<file path="src/rtl/tlul_pkg.sv">
// TL-UL channel structures and opcode encodings shared by crossbar devices.
package tlul_pkg;

  localparam logic [2:0] PUT_FULL_DATA    = 3'h0;
  localparam logic [2:0] PUT_PARTIAL_DATA = 3'h1;
  localparam logic [2:0] GET              = 3'h4;
  localparam logic [2:0] ACCESS_ACK       = 3'h0;
  localparam logic [2:0] ACCESS_ACK_DATA  = 3'h1;

  typedef struct packed {
    logic        a_valid;
    logic [2:0]  a_opcode;
    logic [2:0]  a_param;
    logic [1:0]  a_size;
    logic [7:0]  a_source;
    logic [31:0] a_address;
    logic [3:0]  a_mask;
    logic [31:0] a_data;
    logic        d_ready;
  } tl_h2d_t;

  typedef struct packed {
    logic        d_valid;
    logic [2:0]  d_opcode;
    logic [2:0]  d_param;
    logic [1:0]  d_size;
    logic [7:0]  d_source;
    logic [0:0]  d_sink;
    logic [31:0] d_data;
    logic [0:0]  d_user;
    logic        d_error;
    logic        a_ready;
  } tl_d2h_t;

endpackage

</file>
<file path="src/rtl/tlul_uart_tx.sv">
// TL-UL UART transmitter: CTRL/STATUS/TXDATA registers, byte FIFO and an
// 8N1 LSB-first serializer with a programmable bit period of DIV+1 cycles.
module tlul_uart_tx #(
  parameter int          FIFO_DEPTH  = 8,
  parameter logic [15:0] DEFAULT_DIV = 16'd867
) (
  input  logic              clk_i,
  input  logic              rst_ni,
  input  tlul_pkg::tl_h2d_t tl_i,
  output tlul_pkg::tl_d2h_t tl_o,
  output logic              tx_o,
  output logic              tx_idle_o
);

  localparam int PTR_W = (FIFO_DEPTH > 1) ? $clog2(FIFO_DEPTH) : 1;
  localparam int LVL_W = PTR_W + 1;

  typedef enum logic [1:0] {S_IDLE, S_START, S_DATA, S_STOP} state_e;

  // Control/status registers
  logic             r_tx_en;
  logic [15:0]      r_div;

  // FIFO
  logic [7:0]       r_mem [FIFO_DEPTH];
  logic [PTR_W-1:0] r_wptr;
  logic [PTR_W-1:0] r_rptr;
  logic [LVL_W-1:0] r_level;
  logic             w_full;
  logic             w_empty;
  logic [4:0]       w_level5;

  // Serializer
  state_e           r_state;
  logic             r_tx;
  logic [15:0]      r_baud;
  logic [15:0]      r_div_f;
  logic [2:0]       r_bitcnt;
  logic [7:0]       r_shift;
  logic             w_tick;
  logic             w_pop;

  // Response register
  logic             r_rsp_pend;
  logic [2:0]       r_d_opcode;
  logic [1:0]       r_d_size;
  logic [7:0]       r_d_source;
  logic [31:0]      r_d_data;
  logic             r_d_error;

  // Request decode
  logic             w_acc;
  logic             w_is_get;
  logic             w_is_put;
  logic             w_addr_ok;
  logic [1:0]       w_idx;
  logic             w_err;
  logic [31:0]      w_rdata;
  logic             w_push_req;
  logic             w_ctrl_req;
  logic             w_push;
  logic             w_ctrl_we;
  logic [31:0]      w_status;
  logic             w_unused_bits;

  assign w_full    = (r_level == LVL_W'(FIFO_DEPTH));
  assign w_empty   = (r_level == '0);
  assign w_level5  = 5'(r_level);
  assign tx_idle_o = w_empty && (r_state == S_IDLE);
  assign tx_o      = r_tx;

  assign w_status  = {19'd0, w_level5, 5'd0, tx_idle_o, w_empty, w_full};

  assign w_acc     = tl_i.a_valid && !r_rsp_pend;
  assign w_is_get  = (tl_i.a_opcode == tlul_pkg::GET);
  assign w_is_put  = (tl_i.a_opcode == tlul_pkg::PUT_FULL_DATA) ||
                     (tl_i.a_opcode == tlul_pkg::PUT_PARTIAL_DATA);
  assign w_addr_ok = (tl_i.a_address[15:4] == 12'd0) && (tl_i.a_address[1:0] == 2'd0);
  assign w_idx     = tl_i.a_address[3:2];
  assign w_push    = w_acc && w_push_req;
  assign w_ctrl_we = w_acc && w_ctrl_req;

  assign w_unused_bits = ^{tl_i.a_param, tl_i.a_address[31:16], tl_i.a_data[15:1], tl_i.a_mask[1]};

  // Error/read-data/side-effect decode for the request on the A channel
  always_comb begin
    w_err      = 1'b1;
    w_rdata    = 32'd0;
    w_push_req = 1'b0;
    w_ctrl_req = 1'b0;
    if (w_is_get && w_addr_ok) begin
      case (w_idx)
        2'd0: begin w_err = 1'b0; w_rdata = {r_div, 15'd0, r_tx_en}; end
        2'd1: begin w_err = 1'b0; w_rdata = w_status; end
        2'd2: w_err = 1'b0;
        default: w_err = 1'b1;
      endcase
    end else if (w_is_put && w_addr_ok) begin
      case (w_idx)
        2'd0: begin w_err = 1'b0; w_ctrl_req = 1'b1; end
        2'd2: begin
          if (tl_i.a_mask[0] && !w_full) begin
            w_err      = 1'b0;
            w_push_req = 1'b1;
          end
        end
        default: w_err = 1'b1;
      endcase
    end
  end

  // Single-entry response register; one outstanding transaction at a time
  always_ff @(posedge clk_i or negedge rst_ni) begin
    if (!rst_ni) begin
      r_rsp_pend <= 1'b0;
      r_d_opcode <= 3'd0;
      r_d_size   <= 2'd0;
      r_d_source <= 8'd0;
      r_d_data   <= 32'd0;
      r_d_error  <= 1'b0;
    end else if (w_acc) begin
      r_rsp_pend <= 1'b1;
      r_d_opcode <= w_is_get ? tlul_pkg::ACCESS_ACK_DATA : tlul_pkg::ACCESS_ACK;
      r_d_size   <= tl_i.a_size;
      r_d_source <= tl_i.a_source;
      r_d_data   <= w_rdata;
      r_d_error  <= w_err;
    end else if (r_rsp_pend && tl_i.d_ready) begin
      r_rsp_pend <= 1'b0;
    end
  end

  // Drive the D channel and a_ready from the response register
  always_comb begin
    tl_o          = '0;
    tl_o.a_ready  = !r_rsp_pend;
    tl_o.d_valid  = r_rsp_pend;
    tl_o.d_opcode = r_d_opcode;
    tl_o.d_size   = r_d_size;
    tl_o.d_source = r_d_source;
    tl_o.d_data   = r_d_data;
    tl_o.d_error  = r_d_error;
  end

  // CTRL register writes, honouring byte-lane masks
  always_ff @(posedge clk_i or negedge rst_ni) begin
    if (!rst_ni) begin
      r_tx_en <= 1'b0;
      r_div   <= DEFAULT_DIV;
    end else if (w_ctrl_we) begin
      if (tl_i.a_mask[0]) r_tx_en     <= tl_i.a_data[0];
      if (tl_i.a_mask[2]) r_div[7:0]  <= tl_i.a_data[23:16];
      if (tl_i.a_mask[3]) r_div[15:8] <= tl_i.a_data[31:24];
    end
  end

  // FIFO storage; pushes are already blocked when full
  always_ff @(posedge clk_i) begin
    if (w_push) r_mem[r_wptr] <= tl_i.a_data[7:0];
  end

  // FIFO pointers and level; simultaneous push/pop keeps level constant
  always_ff @(posedge clk_i or negedge rst_ni) begin
    if (!rst_ni) begin
      r_wptr  <= '0;
      r_rptr  <= '0;
      r_level <= '0;
    end else begin
      if (w_push) r_wptr <= r_wptr + PTR_W'(1);
      if (w_pop)  r_rptr <= r_rptr + PTR_W'(1);
      case ({w_push, w_pop})
        2'b10:   r_level <= r_level + LVL_W'(1);
        2'b01:   r_level <= r_level - LVL_W'(1);
        default: r_level <= r_level;
      endcase
    end
  end

  // Pop either from IDLE or on the last STOP cycle so frames run back-to-back
  assign w_tick = (r_baud == 16'd0);
  assign w_pop  = r_tx_en && !w_empty &&
                  ((r_state == S_IDLE) || ((r_state == S_STOP) && w_tick));

  // Frame datapath: load byte and frame divider on pop, shift at bit boundaries
  always_ff @(posedge clk_i) begin
    if (w_pop) begin
      r_shift <= r_mem[r_rptr];
      r_div_f <= r_div;
    end else if (((r_state == S_START) || (r_state == S_DATA)) && w_tick) begin
      r_shift <= {1'b0, r_shift[7:1]};
    end
  end

  // Serializer FSM with registered line output
  always_ff @(posedge clk_i or negedge rst_ni) begin
    if (!rst_ni) begin
      r_state  <= S_IDLE;
      r_tx     <= 1'b1;
      r_baud   <= 16'd0;
      r_bitcnt <= 3'd0;
    end else begin
      case (r_state)
        S_IDLE: begin
          if (w_pop) begin
            r_state <= S_START;
            r_baud  <= r_div;
            r_tx    <= 1'b0;
          end
        end
        S_START: begin
          if (w_tick) begin
            r_state  <= S_DATA;
            r_baud   <= r_div_f;
            r_bitcnt <= 3'd0;
            r_tx     <= r_shift[0];
          end else begin
            r_baud <= r_baud - 16'd1;
          end
        end
        S_DATA: begin
          if (w_tick) begin
            r_baud <= r_div_f;
            if (r_bitcnt == 3'd7) begin
              r_state <= S_STOP;
              r_tx    <= 1'b1;
            end else begin
              r_bitcnt <= r_bitcnt + 3'd1;
              r_tx     <= r_shift[0];
            end
          end else begin
            r_baud <= r_baud - 16'd1;
          end
        end
        S_STOP: begin
          if (w_tick) begin
            if (w_pop) begin
              r_state <= S_START;
              r_baud  <= r_div;
              r_tx    <= 1'b0;
            end else begin
              r_state <= S_IDLE;
            end
          end else begin
            r_baud <= r_baud - 16'd1;
          end
        end
        default: begin
          r_state <= S_IDLE;
          r_tx    <= 1'b1;
        end
      endcase
    end
  end

endmodule

</file>
<file path="config.mk">
export PLATFORM = sky130hd
export DESIGN_NAME = tlul_uart_tx
export DESIGN_NICKNAME = d
export VERILOG_FILES = /design/src/rtl/tlul_pkg.sv /design/src/rtl/tlul_uart_tx.sv
export SDC_FILE = /design/constraint.sdc
export NUM_CORES = 1
export LEC_CHECK = 0
export CORE_UTILIZATION = 25
export CTS_CLUSTER_DIAMETER = 80
export DETAILED_ROUTE_END_ITERATION = 8
export GPL_TIMING_DRIVEN = 0
export HOLD_SLACK_MARGIN = 0.03
export PLACE_DENSITY = 0.41
export SYNTH_ARGS = -nofsm -noshare
export SYNTH_HDL_FRONTEND = slang
export SYNTH_SLANG_ARGS = --single-unit
</file>
<file path="constraint.sdc">
create_clock -name clk_i -period 4.4 [get_ports clk_i]
set_clock_uncertainty 0.15 [all_clocks]
set_input_delay 0.44 -clock clk_i [delete_from_list [all_inputs] [get_ports clk_i]]
set_output_delay 0.44 -clock clk_i [all_outputs]
set_load 0.01 [all_outputs]
</file>
## Word-level counts from Yosys, hierarchy flattened

Memory sizes are Yosys's and may differ from the RTL's.
Cells that the tools add are included.

- Add/subtract/negate cells: 6
- Equality and inequality tests: 17
- Multiplexer cells: 43
- Reduce and logical (&&, ||, !) cells: 38

Operators with widths:

| cell | count |
|---|---|
| one-hot mux 32 bit (2 select lines) | 1 |
| two-way mux 16 bit | 3 |
| one-hot mux 16 bit (3 select lines) | 1 |
| two-way mux 32 bit | 1 |
| two-way mux 1 bit | 22 |
| logical NOT 16 bit | 1 |
| two-way mux 8 bit | 2 |
| subtractor 16 x 1 -> 16 bit, second input constant | 1 |
| logical AND 1 bit | 13 |
| logical NOT 12 bit | 1 |
| two-way mux 2 bit | 5 |
| inequality test 2 bit, second input constant | 5 |
| adder 3 x 1 -> 3 bit, second input constant | 3 |
| two-way mux 3 bit | 3 |
| equality test 2 bit, second input constant | 4 |
| one-hot mux 2 bit (4 select lines) | 1 |
| one-hot mux 4 bit (2 select lines) | 1 |
| nonzero test 2 bit | 4 |
| equality test 2 x 1 -> 1 bit, second input constant | 3 |
| equality test 3 bit, second input constant | 2 |
| logical NOT 2 bit | 3 |
| one-hot mux 3 bit (2 select lines) | 1 |
| AND reduction 2 bit | 3 |
| AND reduction 5 bit | 1 |
| other kinds (15) | 19 |

- Register bits after elaboration: 120
- Bits in writable memories: 64
- Bits of input ports: 88
- Memories kept: 1

Memories:

| name | depth | bits a word | rd ports | clocked after memory_dff | wr ports | line | RTL |
|---|---|---|---|---|---|---|---|
| r_mem | 8 | 8 | 1 | 0 | 1 | tlul_uart_tx.sv:25 | `logic [7:0] r_mem [FIFO_DEPTH];` |

## Longest topological paths before layout

- Word-level depth: 10
- Mapped depth: 14
- Depth with buffers taken out: 12

## Worst setup path after synthesis

No wires, ideal clock.

- Kind: flip-flop to flip-flop
- From: register r_baud[0]
- To: register r_level[2]
- Arrival time: 2789 ps
- Slack: 1336 ps
- Stages on the path, launching flop included: 15
- Cells stage by stage: dfrtp_1 inv_1 ha_1 nor4b_2 nand3_1 o31ai_2 buf_6 buf_2 ha_1 xor2_1 ha_1 a21oi_1 xor2_1 nor2_1 xor2_1

- Longest elaborated chain between the ends: 6
- Elaborated cells between the ends (all ways): 8
- Classes of those cells: 2 x eq/ne; 1 x mux; 5 x reduce/logical

RTL lines:

| item | line | RTL |
|---|---|---|
| start, declared | tlul_uart_tx.sv:36 | `logic [15:0] r_baud;` |
| start signal, assigned | tlul_uart_tx.sv:206 | `r_baud <= r_div;` |
| start signal, assigned | tlul_uart_tx.sv:213 | `r_baud <= r_div_f;` |
| start signal, assigned | tlul_uart_tx.sv:217 | `r_baud <= r_baud - 16'd1;` |
| logical NOT 16 bit (*) | tlul_uart_tx.sv:180 | `assign w_tick = (r_baud == 16'd0);` |
| logical AND 1 bit (*) | tlul_uart_tx.sv:182 | `((r_state == S_IDLE) \|\| ((r_state == S_STOP) && w_tick));` |
| logical OR 1 bit (*) | tlul_uart_tx.sv:182 |  |
| logical AND 1 bit (*) | tlul_uart_tx.sv:181 | `assign w_pop = r_tx_en && !w_empty &&` |
| equality test 2 x 1 -> 1 bit or equality test 2 bit (tied branches) | tlul_uart_tx.sv:171 | `case ({w_push, w_pop})` |
| one-hot mux 4 bit (2 select lines) or nonzero test 2 bit (tied branches) | n/a |  |
| end signal, assigned | tlul_uart_tx.sv:172 | `2'b10: r_level <= r_level + LVL_W'(1);` |
| end signal, assigned | tlul_uart_tx.sv:173 | `2'b01: r_level <= r_level - LVL_W'(1);` |
| end signal, assigned | tlul_uart_tx.sv:174 | `default: r_level <= r_level;` |
| end, declared | tlul_uart_tx.sv:28 | `logic [LVL_W-1:0] r_level;` |

Every way passes the cells marked *; elsewhere a longest branch is shown, timed or not.
A chain may end at the register's enable or synchronous reset.

## Worst setup path in the final report

Same ends and word-level chain as after synthesis.

==> impl_metrics.json <==
{
  "cts_buffer_depth": 2,
  "dieHeight_um": 179,
  "wl_per_cell_um": 18.0,
  "clock-sinks": 173,
  "ys_warn_count": 0,
  "ys_ff_latch": 173,
  "crit_chain": "inv_1 > ha_1 > nor4b_2 > nand3_1 > o31ai_2 > buf_6 > buf_2 > ha_1 > xor2_1 > ha_1 > a21oi_1 > xor2_1 > nor2_1 > xor2_1",
  "synth_area_mm2": 0.00786,
  "p_int_uw": 2670,
  "ys_types": 60,
  "cts.reportedPaths.clkPinSlew_ns": 0.07,
  "cts_buffers": 17,
  "gr-usage-all-layers_pct": 13.3,
  "fmax_mhz": 275,
  "maxSlewHeadroom_pct": 25.7,
  "critPathTopFamily": "buffers and inverters",
  "wirelength_um": 20200,
  "critPathKind": "reg2reg",
  "period_share_pct": 82.6,
  "synth-edff-count": 88,
  "finalInstanceArea_mm2": 0.0100,
  "r2r-start": "r_baud[0]",
  "most-common-layout-cells": "97 x clkdlybuf4s50_1, 88 x edfxtp_1, 78 x dfrtp_1",
  "drt-initial-drc-count": 301,
  "antennaDiodeCount": 0,
  "initial_core_util_pct": 25.6,
  "placed_cell_area_mm2": 0.00944,
  "outcome": "completed",
  "htreeDepth": 4,
  "die_area_mm2": 0.0322,
  "rsz0062_at_grt": "false",
  "highest_layer": "met4",
  "area.growth.synth_to_final_pct": 27.5,
  "crit_buf_inv": 3,
  "synthTopCellsByArea": "edfxtp_1 34%, dfrtp_1 25%, mux4_2 4.6%, mux2i_1 3.4%, mux2_2 3.4%",
  "maxSlewViolCount": 0,
  "max-vdd-ir-drop_uv": 230,
  "port_buffers": 98,
  "fin_util_pct": 32.6,
  "clk_latency_ns": 0.43,
  "grt_pass1_wl_um": 31800,
  "dpl.hpwl_um": 14300,
  "drive_gt1_share_pct": 16.8,
  "swShare_pct": 22.3,
  "hold_violations": 0,
  "worst_slack_ns": 0.767,
  "cp_max_fo": 27,
  "ant_nets": 0,
  "maxCapViolations": 0,
  "post_cts_buffers": 0,
  "wl_met2_um": 10600,
  "hold_start": "r_div_f[15]",
  "dp_slack_ns": 0.164,
  "wl_met1_um": 8740,
  "crit_start": "r_baud[0]",
  "grt_overflow": 0,
  "setup-violations-final": 0,
  "finalNetCount": 817,
  "grt_max_degree": 47,
  "p_leak_uw": 0.00385,
  "power_density_mw_per_mm2": 343,
  "io_pins": 143,
  "synth_flop_cell": "edfxtp_1",
  "setup-tns-final_ns": 0,
  "worstHoldPathType": "reg2reg",
  "crit_path_max_incr_delay_ns": 0.57,
  "critPathLaunchType": "register",
  "yosysSeqAreaShare_pct": 60.8,
  "pwr-share-comb_pct": 6.1,
  "wl_met3_um": 601,
  "die_width_um": 179,
  "core_mm2": 0.0307,
  "cp_slowest_cell": "buf_2",
  "rows": 64,
  "yosysTopAreaCell": "edfxtp_1",
  "period_minus_slack_ns": 3.63,
  "antenna_found_initial": 0,
  "cp-end-kind": "register",
  "pwr-share-seq_pct": 50.3,
  "clk_root_buffer_cell": "clkbuf_16",
  "synth_top_cell_area_share_pct": 33.6,
  "final_common_cell": "clkdlybuf4s50_1",
  "arrival_ns": 3.79,
  "vias": 5158,
  "critPathRequiredTime_ns": 4.56,
  "power_frac_clock_pct": 43.6,
  "cts_tree": "yes",
  "drc": 0,
  "worst_pin_slew_ns": 1.11,
  "power.switching_uw": 767,
  "drt_pass1_iterations": 6,
  "drt-vias-per-instance": 4.59,
  "grt_pass1_vias": 5434,
  "netlist_instances": 581,
  "syn_area_per_cell_um2": 13.5,
  "place.gp.congestion": 0.753,
  "ys_async_sr_fraction_pct": 49.1
}
cell families after synthesis:
group	Yosys count	synth area share [%]
and+or+nand+nor	154	10.1
buffers and inverters	56	4.14
adders and majority gates	14	2.23
muxes	69	11.8
other	1	0.0477
AOI/OAI and AO/OA	94	8.66
xor gates and xnor gates	20	2.23
DFF	173	60.8
layout make-up:
type	count	area, um^2
plain buffers	46	288
clock buffers	19	433
clock inverters	13	140
fillers	3088	20700
inverters	10	37.5
multi-input cells	367	2840
flip-flops and latches	173	4780
well taps	396	495
repair buffers	100	1020
tightest hold or removal path, cell delays in order (launching register included):
cell and delay (ns):
edfxtp_1 0.32, nand2_1 0.04, o211ai_1 0.07
synth_stat cells, types with 3 or more instances:
cell,number
nor3_1,10
nand3_1,9
buf_2,10
a22o_1,29
xor2_1,10
dfrtp_1,78
and2_1,3
buf_6,4
a21oi_1,13
a22oi_1,7
nand3b_1,3
nor2_1,36
nand2b_1,4
mux4_2,16
xnor2_1,10
clkbuf_1,11
nand4_1,6
o211ai_1,5
inv_1,10
mux2i_1,27
mux2_2,24
nand2_1,51
o21ai_1,6
dfstp_2,7
ha_1,14
o21ai_0,14
buf_4,19
nor4_1,11
nor2b_1,4
edfxtp_1,88
worst paths after layout:
check                                     end  slack [ns]  depth (start not counted)
worst max-delay path               r_level[2]        0.77                         14
worst min register to register     r_baud[15]        0.32                          2
max in group asynchronous            r_div[9]        2.98                          3
worst min-delay path               r_baud[15]        0.32                          2
worst max register to register     r_level[2]        0.77                         14
min in group asynchronous       r_d_opcode[0]        0.43                          2
state kept, by name, summed over array words and instances, names as in the netlist:
signal and cells:
r_wptr 3, r_bitcnt 3, r_d_size 2, r_tx_en 1, r_d_source 8, tx_o 1
r_rsp_pend 1, r_div_f 16, r_rptr 3, r_state 2, r_baud 16, r_level 4
r_d_data 23, r_shift 8, r_d_opcode 1, r_mem 64, r_div 16, r_d_error 1
per-layer routing:
metal | track usage (%) | up-vias
met4 | 3.43 | 0
met3 | 2.81 | 12
met2 | 23.3 | 88
li1 | - | 2421
met1 | 16.5 | 2637
met5 | 0 | -
power by group through the flow:
stage / sequential [uW] / combinational [uW] / clock, uW
finish: 1730 / 210 / 1500
global route: 1730 / 230 / 1590
CTS: 1730 / 214 / 1540
detailed placement: 1760 / 212 / 0
global placement: 1760 / 206 / 0
floorplan: 1770 / 52.3 / 0
stage by stage:
| step | hold slack (ns) | power (uW) | instances |
|---|---|---|---|
| after floorplan | -0.00559 | 1830 | 596 |
| after global placement | 0.308 | 1970 | 1090 |
| after detailed placement | 0.311 | 1980 | 1091 |
| after CTS | 0.323 | 3480 | 1124 |
| after global routing | 0.355 | 3560 | 1124 |
| final | 0.324 | 3440 | 1124 |
timing repair:
action	4_1_cts	5_1_grt
setup endpoints to repair	0	0
gates resized for setup	0	0
hold endpoints to repair	38	0
hold buffers	1	0
Power figures use the tool's default switching activity.
